**src/rtl/mshr_file_pkg.sv**
```systemverilog
// Shared types for the MSHR file.
//   mshr_state_e : per-entry lifecycle (INVALID -> ACQ -> WAIT_GNT -> DRAIN -> FINISH)
//   mshr_entry_t : per-entry record (state, block address, refill beat counter)
//   blk_addr()   : strips the block offset from a physical address
// Block address and beat counter fields are sized for the widest supported
// configuration. The top zero-extends into them, so full-width compares are exact.
package mshr_file_pkg;

  localparam int MAX_BLK_W  = 64;
  localparam int MAX_BEAT_W = 8;

  typedef enum logic [2:0] {
    INVALID,
    ACQ,
    WAIT_GNT,
    DRAIN,
    FINISH
  } mshr_state_e;

  typedef struct packed {
    mshr_state_e           state;
    logic [MAX_BLK_W-1:0]  blk;
    logic [MAX_BEAT_W-1:0] beats;
  } mshr_entry_t;

  // Block address of a zero-extended physical address.
  function automatic logic [MAX_BLK_W-1:0] blk_addr(input logic [63:0] addr,
                                                     input int unsigned blk_off);
    return addr >> blk_off;
  endfunction

endpackage

```
**src/rtl/mshr_rpq_fifo.sv**
```systemverilog
// Replay queue for one MSHR entry: synchronous first-word-fall-through FIFO.
// Ports:
//   clk_i, rst_i     : clock, synchronous active-high reset (clears pointers/count)
//   push_i, data_i   : enqueue a request id
//   pop_i            : dequeue the head (ignored when empty)
//   data_o           : current head, valid whenever empty_o is low
//   full_o, empty_o  : occupancy flags
//   count_o          : number of stored ids (log2(DEPTH)+1 bits)
module mshr_rpq_fifo #(
  parameter int DEPTH = 8,
  parameter int WIDTH = 6
) (
  input  logic                   clk_i,
  input  logic                   rst_i,
  input  logic                   push_i,
  input  logic [WIDTH-1:0]       data_i,
  input  logic                   pop_i,
  output logic [WIDTH-1:0]       data_o,
  output logic                   full_o,
  output logic                   empty_o,
  output logic [$clog2(DEPTH):0] count_o
);

  localparam int PW = $clog2(DEPTH);
  localparam logic [PW:0] DEPTH_CNT = (PW+1)'(DEPTH);

  logic [WIDTH-1:0] mem_q [DEPTH];
  logic [PW-1:0]    wr_ptr_q, wr_ptr_d;
  logic [PW-1:0]    rd_ptr_q, rd_ptr_d;
  logic [PW:0]      count_q, count_d;
  logic             do_push, do_pop;

  assign full_o  = (count_q == DEPTH_CNT);
  assign empty_o = (count_q == '0);
  assign count_o = count_q;
  assign data_o  = mem_q[rd_ptr_q];

  assign do_pop  = pop_i & ~empty_o;
  // A push into a full queue is only taken when the head leaves in the same cycle.
  assign do_push = push_i & (~full_o | do_pop);

  // Depth is a power of two, so the pointers wrap by natural overflow.
  always_comb begin
    wr_ptr_d = do_push ? wr_ptr_q + PW'(1) : wr_ptr_q;
    rd_ptr_d = do_pop  ? rd_ptr_q + PW'(1) : rd_ptr_q;
    count_d  = count_q;
    case ({do_push, do_pop})
      2'b10:   count_d = count_q + (PW+1)'(1);
      2'b01:   count_d = count_q - (PW+1)'(1);
      default: count_d = count_q;
    endcase
  end

  always_ff @(posedge clk_i) begin
    if (rst_i) begin
      wr_ptr_q <= '0;
      rd_ptr_q <= '0;
      count_q  <= '0;
    end else begin
      wr_ptr_q <= wr_ptr_d;
      rd_ptr_q <= rd_ptr_d;
      count_q  <= count_d;
    end
  end

  // Storage carries no reset; the pointers alone define what is valid.
  always_ff @(posedge clk_i) begin
    if (do_push) begin
      mem_q[wr_ptr_q] <= data_i;
    end
  end

endmodule

```
**src/rtl/boom_mshr_file_param.sv**
```systemverilog
// Miss-status holding register file.
// Each of NMSHR entries tracks one outstanding cache-line miss: it issues one
// Acquire, counts BEATS Grant beats, replays its queued request ids in arrival
// order, then sends a GrantAck. Secondary misses to an in-flight block are
// merged into that entry's replay queue.
// Ports:
//   clock, reset                  : clock, synchronous active-high reset
//   i_req_* / o_req_ready/o_req_sec : miss request in, accept and merged flag out
//   o_acq_* / i_acq_ready         : Acquire (block-aligned address, entry index)
//   i_gnt_valid, i_gnt_source     : Grant beats (always accepted)
//   o_replay_* / i_replay_ready   : replayed request ids, entry being drained
//   o_fin_* / i_fin_ready         : GrantAck
//   o_gnt_err                     : one-cycle pulse for a Grant to an entry not waiting
//   o_idle                        : every entry INVALID
module boom_mshr_file_param
  import mshr_file_pkg::*;
#(
  parameter int NMSHR   = 4,
  parameter int NRPQ    = 8,
  parameter int PADDR_W = 32,
  parameter int BLK_OFF = 6,
  parameter int BEATS   = 4,
  parameter int ID_W    = 6
) (
  input  logic                     clock,
  input  logic                     reset,
  input  logic                     i_req_valid,
  output logic                     o_req_ready,
  input  logic [PADDR_W-1:0]       i_req_addr,
  input  logic [ID_W-1:0]          i_req_id,
  output logic                     o_req_sec,
  output logic                     o_acq_valid,
  input  logic                     i_acq_ready,
  output logic [PADDR_W-1:0]       o_acq_addr,
  output logic [$clog2(NMSHR)-1:0] o_acq_source,
  input  logic                     i_gnt_valid,
  input  logic [$clog2(NMSHR)-1:0] i_gnt_source,
  output logic                     o_replay_valid,
  input  logic                     i_replay_ready,
  output logic [ID_W-1:0]          o_replay_id,
  output logic [$clog2(NMSHR)-1:0] o_replay_entry,
  output logic                     o_fin_valid,
  input  logic                     i_fin_ready,
  output logic [$clog2(NMSHR)-1:0] o_fin_source,
  output logic                     o_gnt_err,
  output logic                     o_idle
);

  localparam int SW = $clog2(NMSHR);
  localparam int CW = $clog2(NRPQ) + 1;
  localparam logic [MAX_BEAT_W-1:0] LAST_BEAT = MAX_BEAT_W'(BEATS - 1);

  mshr_entry_t ent_q [NMSHR];
  mshr_entry_t ent_d [NMSHR];

  logic [NMSHR-1:0] match_vec, free_vec, acq_cand, rep_cand, fin_cand;
  logic [NMSHR-1:0] rpq_full, rpq_empty, rpq_push, rpq_pop;
  logic [ID_W-1:0]  rpq_head  [NMSHR];
  logic [CW-1:0]    rpq_count [NMSHR];

  logic [MAX_BLK_W-1:0] req_blk;
  logic [SW-1:0] match_idx, free_idx, acq_first, rep_first, fin_first;
  logic [SW-1:0] acq_idx, rep_idx, fin_idx;
  logic          any_match, merge_ok, req_fire, merge_fire, alloc_fire;
  logic          acq_fire, rep_fire, fin_fire, gnt_hit;

  // Arbiter locks: once an entry is presented and stalled, it stays presented
  // even if a lower-index entry becomes eligible in the meantime.
  logic          acq_lock_q, acq_lock_d, rep_lock_q, rep_lock_d, fin_lock_q, fin_lock_d;
  logic [SW-1:0] acq_lock_idx_q, rep_lock_idx_q, fin_lock_idx_q;
  logic          gnt_err_q, gnt_err_d;

  assign req_blk = blk_addr(64'(i_req_addr), BLK_OFF);

  for (genvar gi = 0; gi < NMSHR; gi++) begin : g_entry
    assign match_vec[gi] = (ent_q[gi].state != INVALID) && (ent_q[gi].blk == req_blk);
    assign free_vec[gi]  = (ent_q[gi].state == INVALID);
    assign acq_cand[gi]  = (ent_q[gi].state == ACQ);
    assign rep_cand[gi]  = (ent_q[gi].state == DRAIN) && !rpq_empty[gi];
    assign fin_cand[gi]  = (ent_q[gi].state == FINISH);

    assign rpq_push[gi] = (merge_fire && match_idx == SW'(gi)) ||
                          (alloc_fire && free_idx == SW'(gi));
    assign rpq_pop[gi]  = rep_fire && rep_idx == SW'(gi);

    mshr_rpq_fifo #(
      .DEPTH(NRPQ),
      .WIDTH(ID_W)
    ) u_rpq (
      .clk_i  (clock),
      .rst_i  (reset),
      .push_i (rpq_push[gi]),
      .data_i (i_req_id),
      .pop_i  (rpq_pop[gi]),
      .data_o (rpq_head[gi]),
      .full_o (rpq_full[gi]),
      .empty_o(rpq_empty[gi]),
      .count_o(rpq_count[gi])
    );
  end

  // Lowest-index-first encoders (descending scan so the lowest hit wins).
  always_comb begin
    match_idx = '0;
    free_idx  = '0;
    acq_first = '0;
    rep_first = '0;
    fin_first = '0;
    for (int i = NMSHR - 1; i >= 0; i--) begin
      if (match_vec[i]) match_idx = SW'(i);
      if (free_vec[i])  free_idx  = SW'(i);
      if (acq_cand[i])  acq_first = SW'(i);
      if (rep_cand[i])  rep_first = SW'(i);
      if (fin_cand[i])  fin_first = SW'(i);
    end
  end

  // Request acceptance: merge into the matching entry, else allocate.
  assign any_match   = |match_vec;
  assign merge_ok    = any_match && !rpq_full[match_idx] &&
                       (ent_q[match_idx].state == ACQ || ent_q[match_idx].state == WAIT_GNT);
  assign o_req_ready = any_match ? merge_ok : (|free_vec);
  assign o_req_sec   = i_req_valid && merge_ok;
  assign req_fire    = i_req_valid && o_req_ready;
  assign merge_fire  = req_fire && any_match;
  assign alloc_fire  = req_fire && !any_match;

  // Channel arbitration.
  assign acq_idx     = acq_lock_q ? acq_lock_idx_q : acq_first;
  assign rep_idx     = rep_lock_q ? rep_lock_idx_q : rep_first;
  assign fin_idx     = fin_lock_q ? fin_lock_idx_q : fin_first;
  assign o_acq_valid    = acq_lock_q | (|acq_cand);
  assign o_replay_valid = rep_lock_q | (|rep_cand);
  assign o_fin_valid    = fin_lock_q | (|fin_cand);
  assign acq_fire    = o_acq_valid && i_acq_ready;
  assign rep_fire    = o_replay_valid && i_replay_ready;
  assign fin_fire    = o_fin_valid && i_fin_ready;
  assign acq_lock_d  = o_acq_valid && !i_acq_ready;
  assign rep_lock_d  = o_replay_valid && !i_replay_ready;
  assign fin_lock_d  = o_fin_valid && !i_fin_ready;

  // Payloads are forced to zero while their valid is low.
  assign o_acq_addr     = o_acq_valid ? PADDR_W'(ent_q[acq_idx].blk << BLK_OFF) : '0;
  assign o_acq_source   = o_acq_valid ? acq_idx : '0;
  assign o_replay_id    = o_replay_valid ? rpq_head[rep_idx] : '0;
  assign o_replay_entry = o_replay_valid ? rep_idx : '0;
  assign o_fin_source   = o_fin_valid ? fin_idx : '0;

  assign gnt_hit   = i_gnt_valid && (ent_q[i_gnt_source].state == WAIT_GNT);
  assign gnt_err_d = i_gnt_valid && !gnt_hit;
  assign o_gnt_err = gnt_err_q;
  assign o_idle    = &free_vec;

  // Per-entry next state.
  always_comb begin
    for (int i = 0; i < NMSHR; i++) begin
      ent_d[i] = ent_q[i];
      case (ent_q[i].state)
        INVALID: begin
          if (alloc_fire && free_idx == SW'(i)) begin
            ent_d[i].state = ACQ;
            ent_d[i].blk   = req_blk;
            ent_d[i].beats = '0;
          end
        end
        ACQ: begin
          if (acq_fire && acq_idx == SW'(i)) ent_d[i].state = WAIT_GNT;
        end
        WAIT_GNT: begin
          if (gnt_hit && i_gnt_source == SW'(i)) begin
            if (ent_q[i].beats == LAST_BEAT) begin
              ent_d[i].beats = '0;
              ent_d[i].state = DRAIN;
            end else begin
              ent_d[i].beats = ent_q[i].beats + MAX_BEAT_W'(1);
            end
          end
        end
        DRAIN: begin
          // Leave as the last queued id is popped.
          if (rpq_pop[i] && rpq_count[i] == CW'(1)) ent_d[i].state = FINISH;
        end
        FINISH: begin
          if (fin_fire && fin_idx == SW'(i)) ent_d[i].state = INVALID;
        end
        default: ent_d[i].state = INVALID;
      endcase
    end
  end

  always_ff @(posedge clock) begin
    if (reset) begin
      for (int i = 0; i < NMSHR; i++) begin
        ent_q[i].state <= INVALID;
        ent_q[i].blk   <= '0;
        ent_q[i].beats <= '0;
      end
      acq_lock_q     <= 1'b0;
      rep_lock_q     <= 1'b0;
      fin_lock_q     <= 1'b0;
      acq_lock_idx_q <= '0;
      rep_lock_idx_q <= '0;
      fin_lock_idx_q <= '0;
      gnt_err_q      <= 1'b0;
    end else begin
      for (int i = 0; i < NMSHR; i++) begin
        ent_q[i] <= ent_d[i];
      end
      acq_lock_q     <= acq_lock_d;
      rep_lock_q     <= rep_lock_d;
      fin_lock_q     <= fin_lock_d;
      acq_lock_idx_q <= acq_idx;
      rep_lock_idx_q <= rep_idx;
      fin_lock_idx_q <= fin_idx;
      gnt_err_q      <= gnt_err_d;
    end
  end

endmodule

```
**config.mk**
```make
export PLATFORM = sky130hd
export DESIGN_NAME = boom_mshr_file_param
export DESIGN_NICKNAME = d
export VERILOG_FILES = /design/src/rtl/mshr_file_pkg.sv /design/src/rtl/mshr_rpq_fifo.sv /design/src/rtl/boom_mshr_file_param.sv
export SDC_FILE = /design/constraint.sdc
export NUM_CORES = 1
export LEC_CHECK = 0
export CORE_MARGIN = 5
export CORE_UTILIZATION = 40
export DETAILED_ROUTE_END_ITERATION = 16
export MAX_ROUTING_LAYER = met4
export PLACE_DENSITY = 0.59
export SLEW_MARGIN = 20
export SYNTH_ARGS = -nofsm -noshare
export SYNTH_HDL_FRONTEND = slang
export SYNTH_HIERARCHICAL = 1
export SYNTH_SLANG_ARGS = --single-unit
```
**constraint.sdc**
```tcl
create_clock -name clock -period 6 [get_ports clock]
set_input_delay 1.2 -clock clock [delete_from_list [all_inputs] [get_ports clock]]
set_output_delay 1.2 -clock clock [all_outputs]
set_load 0.01 [all_outputs]
```
; ---- Word-level counts from Yosys, hierarchy flattened
; Memory sizes are Yosys's and may differ from the RTL's. A register that Yosys moved wholly into a read port is not among the register bits.
; Cells that the tools add are included.
[totals]
inputBits = 47
regBits = 50
mem_bits_rw = 492
wordCells = 333
output_inout_bits = 51
mem_count = 5
[classes]
eq_ne = 61
bitwise = 28
n_mux = 105
addsub = 20
reduce_logical = 93
magnitude_cmp = 2
[mem_list]
columns = memory, depth, word_bits, rd, rd_clocked_by_memory_dff, wr, line
row1 = ent_q, 4, 75, 7, 0, 4, boom_mshr_file_param.sv:53  ; mshr_entry_t ent_q [NMSHR];
row2 = g_entry[0].u_rpq.mem_q, 8, 6, 1, 1, 1, mshr_rpq_fifo.sv:27  ; logic [WIDTH-1:0] mem_q [DEPTH];
row3 = g_entry[1].u_rpq.mem_q, 8, 6, 1, 1, 1, mshr_rpq_fifo.sv:27
row4 = g_entry[2].u_rpq.mem_q, 8, 6, 1, 1, 1, mshr_rpq_fifo.sv:27
row5 = g_entry[3].u_rpq.mem_q, 8, 6, 1, 1, 1, mshr_rpq_fifo.sv:27
[op_table]
columns = operator, n
row1 = 75-bit two-way mux, 8
row2 = 64-bit by 26-bit equality test with 1-bit output, 4
row3 = 64-bit two-way mux, 4
row4 = 3-bit two-way mux, 28
row5 = 8-bit two-way mux, 8
row6 = 8-bit case mux with 2 select lines, 4
row7 = 3-bit case mux with 5 select lines, 4
row8 = 2-bit two-way mux, 26
row9 = 1-bit logical AND, 50
row10 = 8-bit by 1-bit adder with 8-bit output (second input constant), 4
row11 = 2-bit equality test (second input constant), 16
row12 = 8-bit by 2-bit equality test with 1-bit output (second input constant), 4
row13 = 32-bit two-way mux, 1
row14 = 4-bit case mux with 2 select lines, 4
row15 = 3-bit by 2-bit equality test with 1-bit output (second input constant), 10
row16 = 3-bit by 1-bit adder with 3-bit output (second input constant), 8
row17 = 2-bit by 1-bit equality test with 1-bit output (second input constant), 10
row18 = 4-bit OR reduction, 5
row19 = 6-bit two-way mux, 3
row20 = 4-bit by 1-bit adder with 4-bit output (second input constant), 4
row21 = 4-bit by 1-bit equality test with 1-bit output (second input constant), 4
row22 = 4-bit equality test (second input constant), 4
row23 = 4-bit logical NOT, 4
row24 = 4-bit by 1-bit subtractor with 4-bit output (second input constant), 4
row25 = 18 further kinds, 88

; ---- Longest topological paths before layout
; Gate-level depths: netlist (run 1).
; An unclocked memory read counts as a cell.
[depth]
ltp_word = 20
ltp_mapped = 18
mapped_depth_nobuf = 16

; ---- By module
; Netlist (run 1), hierarchy kept.
[by_module_without_submodules]
columns = module, area_per_inst_um2, seq_area_each_um2, n_inst, cells_each
row1 = boom_mshr_file_param, 9769.4, 3933.8, 1, 1001
row2 = mshr_rpq_fifo at g_entry[0].u_rpq ..., 2474.9, 1701.6, 3, 142
row3 = mshr_rpq_fifo at g_entry[3].u_rpq, 2543.7, 1701.6, 1, 152

; ---- Least setup slack after synthesis (run 1)
; Ideal clock, no wire load.
[synth_timing]
kind = input to register
from = in i_req_addr[14]
to = reg g_entry[0].u_rpq.count_q[3]
arrival_time_ns = 5.176
slack_ns = 0.703
setup_ns = 0.121
stages = 16
required_time_ns = 5.879
path_cell_list = buf_4 > xor2_2 > or4_4 > or3_4 > or3_1 > a311oi_2 > and2_2 > nor3_2 > o31ai_1 > o21ai_4 > ha_1 > clkbuf_1 > nor4b_1 > a41oi_1 > o41ai_1 > mux2_2
[synth_between]
elab_chain_len = 19
word_cells_on_any_way = 36
classes_between = eq/ne (8) / mux (8) / bitwise (1) / reduce/logical (18) / memory (1)
[synth_lines]
columns = element, line
row1 = start: declaration, boom_mshr_file_param.sv:29  ; input logic [PADDR_W-1:0] i_req_addr,
row2 = "parallel branches: the longest is 15 deep, another holds memory read 4 x 75 bit", --
row3 = 1-bit logical OR *, boom_mshr_file_param.sv:82  ; assign rpq_push[gi] = (merge_fire && match_idx == SW'(gi)) ||
row4 = named net rpq_push[0], boom_mshr_file_param.sv:57  ; logic [NMSHR-1:0] rpq_full, rpq_empty, rpq_push, rpq_pop;
row5 = 1-bit bitwise AND *, mshr_rpq_fifo.sv:40  ; assign do_push = push_i & (~full_o | do_pop);
row6 = 2-bit by 1-bit equality test with 1-bit output / 2-bit equality test (equally long branches), mshr_rpq_fifo.sv:47  ; case ({do_push, do_pop})
row7 = 4-bit case mux with 2 select lines / 2-bit nonzero test (equally long branches), --
row8 = end signal: assignment, mshr_rpq_fifo.sv:62  ; count_q <= count_d;
row9 = end: declaration, mshr_rpq_fifo.sv:30  ; logic [PW:0] count_q, count_d;
; Mark *: on every way through the listed nets, which the timed path passes. The select of a mux whose other input is x is not followed.
; A chain may end at the register's enable or synchronous reset.

; ---- Worst setup path after layout (run 1)
[layout_timing]
from = in i_req_addr[25]
to = out o_req_sec
[layout_between]
elab_chain_len = 12
word_cells_on_any_way = 23
classes_between = eq/ne (6) / mux (6) / reduce/logical (10) / memory (1)
[layout_lines]
columns = element, line
row1 = "parallel branches: the longest is 10 deep, another holds memory read 4 x 75 bit", --
row2 = 1-bit logical AND *, boom_mshr_file_param.sv:120  ; assign merge_ok = any_match && !rpq_full[match_idx] &&
row3 = 1-bit logical AND *, boom_mshr_file_param.sv:123  ; assign o_req_sec = i_req_valid && merge_ok;
row4 = end: declaration, boom_mshr_file_param.sv:31  ; output logic o_req_sec,
; Mark *: on every way between the ends. The select of a mux whose other input is x is not followed.

==> results of run 1 <==
[power breakdown]
group | internal (mW) | switching (mW) | total, mW | leakage [nW]
sequential | 3.29 | 0.312 | 3.61 | 3.61
clock | 1.50 | 1.13 | 2.63 | 0.683
combinational | 1.19 | 1.37 | 2.56 | 3.75
[cells by family (layout without fill, tap and decap cells)]
| family | Yosys count | count (layout) | synth area share [%] |
|---|---|---|---|
| buffers and inverters | 125 | 293 | 3.03 |
| adders and majority gates | 24 | 24 | 1.56 |
| xor gates and xnor gates | 149 | 149 | 6.69 |
| DFF | 402 | 402 | 54.4 |
| other | 1 | 6 | 0.0190 |
| AOI/OAI and AO/OA | 145 | 145 | 5.35 |
| muxes | 164 | 164 | 13.6 |
| and+or+nand+nor | 569 | 569 | 15.4 |
[layout make-up]
class | count | area, um2
clock inverter | 18 | 154
fill | 4446 | 25700
tap | 664 | 831
multi-input combinational | 1057 | 8490
inverter | 23 | 86.3
clock buffer | 66 | 1240
sequential | 402 | 10700
timing repair buffer | 186 | 1610
[routing by layer]
metal	share of wire [%]	wire (um)	up-vias	global-route usage, %
li1	-	-	6127	-
met1	45	21600	6389	24.3
met2	49	23700	291	30.1
met3	3.9	1900	83	2.53
met4	2.8	1350	0	5.72
met5	0	0	-	-
[worst max-delay path by stage]
stage | slack (ns) | cells after the start | endpoint | from
final | 0.08 | 11 | o_req_sec | i_req_addr[25]
after global routing | -0.001 | 12 | o_req_sec | i_req_addr[14]
after CTS | 0.02 | 11 | o_req_sec | i_req_addr[13]
after detailed placement | -0.03 | 19 | g_entry[0].u_rpq/count_o[3] | i_req_addr[22]
after global placement | 0.03 | 11 | o_req_sec | i_req_addr[13]
after floorplan | 0.70 | 16 | g_entry[0].u_rpq/count_o[3] | i_req_addr[14]
[cell usage after synthesis (29+ instances only)]
library cell	count
xor2_1	91
mux2_2	31
xnor2_1	56
and2_1	39
nor3_1	52
nand2_1	86
nor2b_1	64
nor4_1	38
dfxtp_1	133
buf_2	30
mux4_2	80
clkbuf_1	46
nor2_1	140
edfxtp_1	269
mux2i_1	53
o21ai_0	37
nand3_1	29
[state kept, by name, indices dropped and copies added, names as in the netlist, named ones only]
register	flops
acq_lock_q	1
g_entry.u_rpq/wr_ptr_q	12
g_entry.u_rpq/mem_q	192
g_entry.u_rpq/count_o	16
g_entry.u_rpq/rd_ptr_q	12
rep_lock_idx_q	2
o_gnt_err	1
acq_lock_idx_q	2
ent_q	148
fin_lock_idx_q	2
fin_lock_q	1
rep_lock_q	1
[repair_timing]
action,in CTS,in global routing
pin swaps,0,2
resized for setup,1,12
endpoints found under the setup margin,2,2
cloned,0,0
[tightest hold or removal path: cells and delay by family (launching register included)]
kind             cells  cell delay (ns)
DFF                  1             0.32
and+or+nand+nor      1             0.06
muxes                1             0.05
[stage by stage]
| step | worst slack [ns] | total power, mW |
|---|---|---|
| after floorplan | 0.703 | 5.14 |
| after global placement | 0.0297 | 6.19 |
| after detailed placement | -0.0276 | 6.22 |
| after CTS | 0.0205 | 8.90 |
| after global routing | -0.00129 | 9.24 |
| final | 0.0754 | 8.80 |
==> run_results.csv, run 1 <==
group,metric,value,unit
global_route,grt_overflow,0,
detailed_routing,dr.pass1.iters,5,
place,dpl.hpwl,33600,um
die,fp.dieH,232,um
critical_path,reg2reg_depth,18,
logic_synthesis,synth_area_leader_cell,"edfxtp_1",
logic_synthesis,syn_area_per_cell,12.5,um2
cells_and_area,area_delta_synth_final,17.3,%
detailed_routing,wl_per_cell,20.1,um
sta,slew_viol_final,0,
clock_network,clk_pin_slew_worst_paths,0.05,ns
cells_and_area,instances_no_fill,2416,
global_route,track_usage,18.5,%
detailed_routing,num_vias,12900,
clock_network,clkLatencyLatePin,0.60,ns
critical_path,worstPathArrival,4.72,ns
cells_and_area,mostFrequentLayoutCell,"edfxtp_1",
cells_and_area,drive_above_1_share,18.7,%
die,core_area,48800,um2
clock_network,clock-root-buffer,"clkbuf_16",
global_route,grt_antenna_before_repair,0,
place,place.detailed.instances,2332,
logic_synthesis,ys_seq_area_share,54.4,%
detailed_routing,viasPerCell,5.34,
sta,hold_ws,0.477,ns
cells_and_area,final_net_count,1786,
min_path,hp-class,"reg2reg",
outcome,outcome,"finished clean",
logic_synthesis,synth_ff_type,"edfxtp_1",
place,placed_cell_area,21700,um2
sta,layout_min_cycle_time,5.92,ns
logic_synthesis,synthCells,1579,
critical_path,slowest_stage,"or4_1",
min_path,min_from,"ent_q[3][1]",
sta,setup_viol,0,
cells_and_area,layout_common_cells,"edfxtp_1, nor2_1, dfxtp_1",
clock_network,clockBufferDepth,3,
place,gp_congestion,0.899,
min_path,holdPathEnd,"ent_q[3][1]",
sta,setup_tns,0,ns
pwr,power.leakage,8.04,nW
critical_path,setup.worst_path.end_class,"output pin",
die,io_pins,98,
critical_path,worstPathCellList,"clkdlybuf4s50_1 -> xor2_1 -> or4_1 -> or3_4 -> or3_1 -> a311oi_2 -> and2_4 -> nor3_2 -> nor3b_1 -> buf_4 -> clkdlybuf4s50_1",
run,maxCapViolations,0,
min_path,worstHoldPathCells,2,
sta,period_share,98.7,%
detailed_routing,drtIter0Drc,988,
die,rows,81,
sta,fmax,169,MHz
clock_network,cts_max_level,2,
cells_and_area,antennaDiodeCount,0,
clock_network,post_cts_buffers,0,
critical_path,cp-start-kind,"input pin",
pwr,vdd_drop_max,0.000272,V
sta,relSlewSlack,30.2,%
clock_network,clock-sinks,402,
critical_path,r2r-start,"ent_q[1][72]",
logic_synthesis,yosysWarnings,6,
die,chipWidth,232,um
logic_synthesis,async_reset_ff_share,0,%
logic_synthesis,yosysTopAreaCellShare,40.9,%
pwr,p_per_area,380,nW/um2
critical_path,path_class,"in2out",
logic_synthesis,ys_top_cells_by_area,"edfxtp_1, dfxtp_1, mux4_2",
place,io_buffers,85,
logic_synthesis,syn_area,19700,um2
logic_synthesis,synth_edf_count,269,
clock_network,cts_tree,"done",
sta,tightest_slew,1.02,ns
sta,skew,0.0286,ns
logic_synthesis,ys_types,84,
clock_network,holdBufCountCts,0,
global_route,grt_pass1_vias,13000,
detailed_routing,drc,0,
die,start_util,40.4,%
logic_synthesis,ys_ff_latch,402,
critical_path,max_stage_delay,0.60,ns
critical_path,crit_required,4.80,ns
sta,hold_viol,0,
die,die_area,53900,um2
global_route,grt_start_max_net_pins,82,
cells_and_area,post-route-util,47.4,%
critical_path,crit_buf_inv,3,
detailed_routing,wirelength,48600,um
critical_path,reg2reg_to,"g_entry[0].u_rpq/count_o[2]",
cells_and_area,finish.instance_area,23200,um2
critical_path,cp_max_fo,4,
clock_network,cts_made_buffers,45,
detailed_routing,final_antenna_net_count,0,
critical_path,crit_top_cell,"clkdlybuf4s50_1",
critical_path,reg2reg_slack,1.14,ns
global_route,grt_pass1_wl,75900,um
critical_path,critical_path.top_delay_family,"simple AND/OR/NAND/NOR gates",
Power figures use the tool's default switching activity.
==> inputs of run 2 (changes only) <==
--- a/config.mk
+++ b/config.mk
@@ -5,7 +5,7 @@
 export SDC_FILE = /design/constraint.sdc
 export NUM_CORES = 1
 export LEC_CHECK = 0
-export CORE_MARGIN = 5
+export CORE_MARGIN = 1
 export CORE_UTILIZATION = 40
 export DETAILED_ROUTE_END_ITERATION = 16
 export MAX_ROUTING_LAYER = met4
==> run 2 against run 1 <==
  * Sequential share of layout area decreased by 0.11 points
  * Sequential power about the same
  * First-iteration DRC count decreased by 12%
  * Die area decreased by 6.8%
  * Combinational power about the same
  * Highest routed layer unchanged
  * Critical path depth unchanged
  * Non-clock buffer count decreased by 6
==> run_results.csv, run 2 (synthesis gave the netlist of run 1 again) <==
group,metric,value,unit
place,dpl.hpwl,33100,um
sta,setup_viol,0,
die,start_util,40.4,%
clock_network,clock-sinks,402,
critical_path,worstPathArrival,4.67,ns
place,gp_congestion,0.934,
cells_and_area,instances_no_fill,2409,
global_route,grt_start_max_net_pins,85,
detailed_routing,final_antenna_net_count,0,
min_path,hp-class,"reg2reg",
critical_path,setup.worst_path.end_class,"output pin",
cells_and_area,layout_common_cells,"edfxtp_1, nor2_1, dfxtp_1",
cells_and_area,largest_reg_flops,192,
die,core_area,48800,um2
place,io_buffers,85,
place,pre_cts_ws,-0.0436,ns
sta,tightest_slew,1.06,ns
pwr,p_per_area,381,nW/um2
global_route,track_usage,19.9,%
critical_path,max_stage_delay,0.57,ns
critical_path,slowest_stage,"or4_4",
cells_and_area,mostFrequentLayoutCell,"edfxtp_1",
place,place.detailed.instances,2325,
detailed_routing,viasPerCell,5.39,
critical_path,crit_required,4.80,ns
critical_path,cp_max_fo,5,
detailed_routing,drc,0,
die,chipWidth,224,um
sta,hold_viol,0,
detailed_routing,wirelength,48200,um
sta,skew,0.0262,ns
detailed_routing,num_vias,13000,
pwr,total_power,8.84,mW
sta,relSlewSlack,29.3,%
global_route,grt_pass1_wl,74500,um
critical_path,worstPathCellList,"clkdlybuf4s50_1 -> xor2_1 -> or4_4 -> or3_4 -> or3_4 -> a311oi_4 -> o211a_1 -> nor3_4 -> nor3b_1 -> buf_4 -> clkdlybuf4s50_1",
sta,hold_ws,0.485,ns
detailed_routing,dr.pass1.iters,5,
cells_and_area,area_delta_synth_final,17.6,%
clock_network,clock-root-buffer,"clkbuf_16",
global_route,grt_overflow,0,
sta,period_share,97.8,%
pwr,vdd_drop_max,0.000257,V
die,rows,81,
clock_network,cts_max_level,2,
cells_and_area,final_net_count,1780,
sta,fmax,170,MHz
detailed_routing,wl_per_cell,20.0,um
cells_and_area,regMostFlops,"g_entry.u_rpq/mem_q",
critical_path,path_class,"in2out",
global_route,grt_pass1_vias,12800,
pwr,power.leakage,8.03,nW
outcome,outcome,"finished clean",
sta,setup_ws,0.133,ns
clock_network,clkLatencyLatePin,0.58,ns
die,die_area,50200,um2
detailed_routing,drtIter0Drc,868,
clock_network,clockBufferDepth,3,
global_route,grt_antenna_before_repair,0,
die,fp.dieH,224,um
cells_and_area,antennaDiodeCount,0,
critical_path,cp-start-kind,"input pin",
die,io_pins,98,
cells_and_area,post-route-util,47.5,%
sta,rsz0062_at_grt,"false",
sta,slew_viol_final,0,
clock_network,clk_pin_slew_worst_paths,0.06,ns
cells_and_area,drive_above_1_share,18.9,%
clock_network,cts_made_buffers,45,
run,maxCapViolations,0,
clock_network,cts_tree,"done",
sta,layout_min_cycle_time,5.87,ns
-- run 2: cell count changes in the layout (fill, tap and decap cells not counted), sizes merged --
cell	delta
clkbuf	+2
clkdlybuf4s50	+1
inv	-3
dlymetal6s2s	-1
buf	-6
-- run 2: repair_timing --
item                       4_1_cts  5_1_grt
hold buffers                     0        0
resized for setup                0       20
setup endpoints to repair        2        2
gates cloned                     0        0
pin swaps                        1        3
buffers inserted                 0        1
-- run 2: critical path: cells and delay by family --
family / cells / cell delay, ns
xor+xnor: 1 / 0.21
simple gates: 5 / 1.65
compound gates: 2 / 0.49
buf+inv: 3 / 1.12
-- run 2: layout make-up --
class	count	area [um2]
Timing Repair Buffer	180	1550
Multi-Input combinational cell	1057	8560
Fill cell	4386	25600
Inverter	23	86.3
Clock buffer	68	1330
Tap cell	664	831
Clock inverter	15	125
Sequential cell	402	10700
-- run 2: path summary, 6_finish.rpt --
path	start	end	slack (ns)	cells after the start
max	i_req_addr[25]	o_req_sec	0.13	11
min	ent_q[3][23]	ent_q[3][23]	0.49	2
max reg2reg	ent_q[1][72]	g_entry[2].u_rpq/count_o[3]	1.13	14
min reg2reg	ent_q[3][23]	ent_q[3][23]	0.49	2
-- run 2: per-layer routing --
metal	share of wire, %	vias up	GRT usage, %
li1	-	6117	-
met1	44	6422	25.5
met2	48	343	32.1
met3	4.5	93	2.87
met4	3.1	0	7.45
met5	0	-	-
-- run 2: per-stage QoR --
step | cell area [um2] | TNS [ns]
finish | 23200 | 0
global route | 23200 | 0
CTS | 23100 | 0
detailed placement | 21700 | -0.0592
global placement | 21700 | -0.0237
floorplan | 19800 | 0
-- run 2: power breakdown --
group	internal, mW	total [mW]	switching [mW]
clock	1.57	2.69	1.12
combinational	1.17	2.54	1.37
sequential	3.29	3.61	0.314
==> RTL change, RTL diff (settings of run 1) <==
Put one more register stage on the output `o_gnt_err`, with the module's reset. The value now appears one clock later. The other outputs are not delayed to match. Comments in the files are not updated.
--- a/src/rtl/boom_mshr_file_param.sv
+++ b/src/rtl/boom_mshr_file_param.sv
@@ -150,3 +150,9 @@
   assign gnt_err_d = i_gnt_valid && !gnt_hit;
-  assign o_gnt_err = gnt_err_q;
+  always_ff @(posedge clock) begin
+    if (reset) begin
+      o_gnt_err <= '0;
+    end else begin
+      o_gnt_err <= gnt_err_q;
+    end
+  end
   assign o_idle    = &free_vec;
Function: not settled (the Yosys comparison gave no result); the edit may change what the design does.
==> RTL change against run 1 <==
Sequential cell count is 1 higher. Routed wire length shrank 4.5%. Final cell count fell by 3.2%. Design area is 1.2% lower. Synthesized area fell by 0.76%. Sequential share of layout area rose by 0.64 points. Setup slack better by 0.050 ns. Power decreased by 2.2%. Maximum frequency increased by 0.84%. Worst hold slack worse by 0.032 ns. Die area is 0.73% lower. Largest power group unchanged.
==> RTL change: results (changes against run 1) <==
- Status: complete, no violations
- Layout cells sized above 1: 0.1909 (+0.004249)
- Post-synthesis cell type count: 85 (+1.2%)
- Met2 Use GR: 0.2938 (-0.007662)
- Detail Placement HPWL: 31460 um (-6.3%)
- Hold Crit Depth: 1 (-1)
- Hold Crit Endpoint: o_gnt_err
- Max reg flops: 192 (unchanged)
- Nets@finish: 1751 (-2.0%)
- WHS: 0.4457 ns (-0.03168 ns)
- Crit path largest cell delay: 0.57 ns (-0.03 ns)
- Critical Path End: o_req_sec
- Worst hold path startpoint: gnt_err_q
- Most frequent cells after synthesis: edfxtp_1 (269), nor2_1 (182), dfxtp_1 (134)
- Adder-Cell Fraction of Synth Area: 0.01571 (+0.0001195)
- Initial DRC count: 882 (-11%)
- Initial antenna violation count: 3 (+3)
- Filler cells: 4403 (-0.97%)
- Reg2Reg Setup Slack: 1.28 ns (+0.14 ns)
- Top sig layer: met4
- Placed inst area: 21380 sq um (-1.6%)
- Relative slew slack: 0.3798 (+0.07777)
- Worst Clk Skew: 0.01605 ns (-0.01256 ns)
- R2r worst-path depth: 16 (-2)
- Reg2Reg Capture Point: g_entry[2].u_rpq/count_o[3]
- Critical path launch point: i_req_addr[27]
- Met3 wire length: 2389 um (+25%)
- Drt first pass iters: 5 (unchanged)
- Gpl congestion: 0.8439 (-6.1%)
- Drt total wl: 46370 um (-4.5%)
- Worst-path fanout max: 6 (+2)
- Leak: 8.276 nW (+3.0%)
- Largest cells by area after synthesis: edfxtp_1 (41%), dfxtp_1 (14%), mux4_2 (9.2%), xnor2_1 (3.9%), nor2_1 (3.5%)
- CTS buffer count: 45 (unchanged)
- Compound-Gate Fraction of Synth Area: 0.04829 (-0.005211)
- Post-synthesis sequential area ratio: 0.5493 (+0.005193)
- Yosys top cell by area: edfxtp_1
- Total GRT Usage: 0.1771 (-0.008059)
- Reg2reg start: ent_q[2][74]
- Largest net degree at the start of global routing: 87 (+6.1%)
- Maximum VDD drop: 332.5 uV (+22%)
- First-pass GRT wire length: 72400 um (-4.6%)
- Combinational cell power: 0.00236 W (-7.8%)
- Met1 Use GR: 0.2254 (-0.01795)
- Worst path slowest cell: or4_4
- Mux share of post-synthesis cell area: 0.1345 (-0.001386)
- Vias in the first global route: 12.64k (-3.0%)
- WL met2: 23090 um (-2.5%)
- Net Sw Frac: 0.3121 (-0.007929)
- Metal-1 WL: 19910 um (-7.9%)
- Data arrival, critical path: 4.68 ns (-0.04 ns)
- Avg Vias per Cell: 5.340 (about the same)
- Biggest register: g_entry.u_rpq/mem_q
- Routing usage on met3: 0.03357 (+0.008254)
- XOR/XNOR share of the synthesized area: 0.06528 (-0.001595)
[RTL change: cell types whose count changed in the layout (fill, tap and decap cells not counted), sizes merged, moves of 6 or more]
| cell | change |
|---|---|
| a21oi | +18 |
| clkbuf | -12 |
| clkdlybuf4s50 | -13 |
| clkinv | +6 |
| dlymetal6s2s | +11 |
| mux2i | -7 |
| nand2 | -32 |
| nand3 | +11 |
| nor2 | +41 |
| nor2b | -22 |
| nor4 | -17 |
| xnor2 | +32 |
| xor2 | -35 |
[RTL change: stage by stage]
step	power (W)	utilization	cells	TNS, ns	setup WS [ns]
finish	0.008605	0.4704	2338	0	0.1249
global route	0.009016	0.4704	2338	0	0.004783
CTS	0.008704	0.4684	2333	0	0.008229
detailed placement	0.006003	0.4394	2253	0	0.02512
global placement	0.005974	0.4395	2253	-0.01182	-0.01182
floorplan	0.005066	-	1558	0	1.012
[RTL change: final cells by class]
| cell class | count | area [sq um] | area share |
|---|---|---|---|
| antenna | 3 | 7.507 | 0.0003280 |
| clock buffer | 54 | 1160 | 0.05068 |
| clock inverter | 26 | 252.7 | 0.01104 |
| inverter | 30 | 112.6 | 0.004921 |
| multi-input combinational | 1019 | 8235 | 0.3599 |
| sequential | 403 | 10760 | 0.4702 |
| tap | 622 | 778.2 | 0.03401 |
| timing repair buffer | 181 | 1578 | 0.06894 |
[RTL change: timing repair]
action,CTS,global route
buffers inserted,0,2
gates resized for setup,0,24
endpoints found under the setup margin,0,2
[RTL change: critical path: cells and delay by family]
kind	cells	cell delay, ns
compound gates	2	0.59
xor+xnor	1	0.15
buf+inv	3	1.24
simple gates	6	1.50
[RTL change: cell families after synthesis]
logic type      Yosys count
simple gates            547
flops                   403
mux                     159
xor+xnor                146
compound gates          137
buf+inv                 136
fa+ha+maj                24
other cells               1
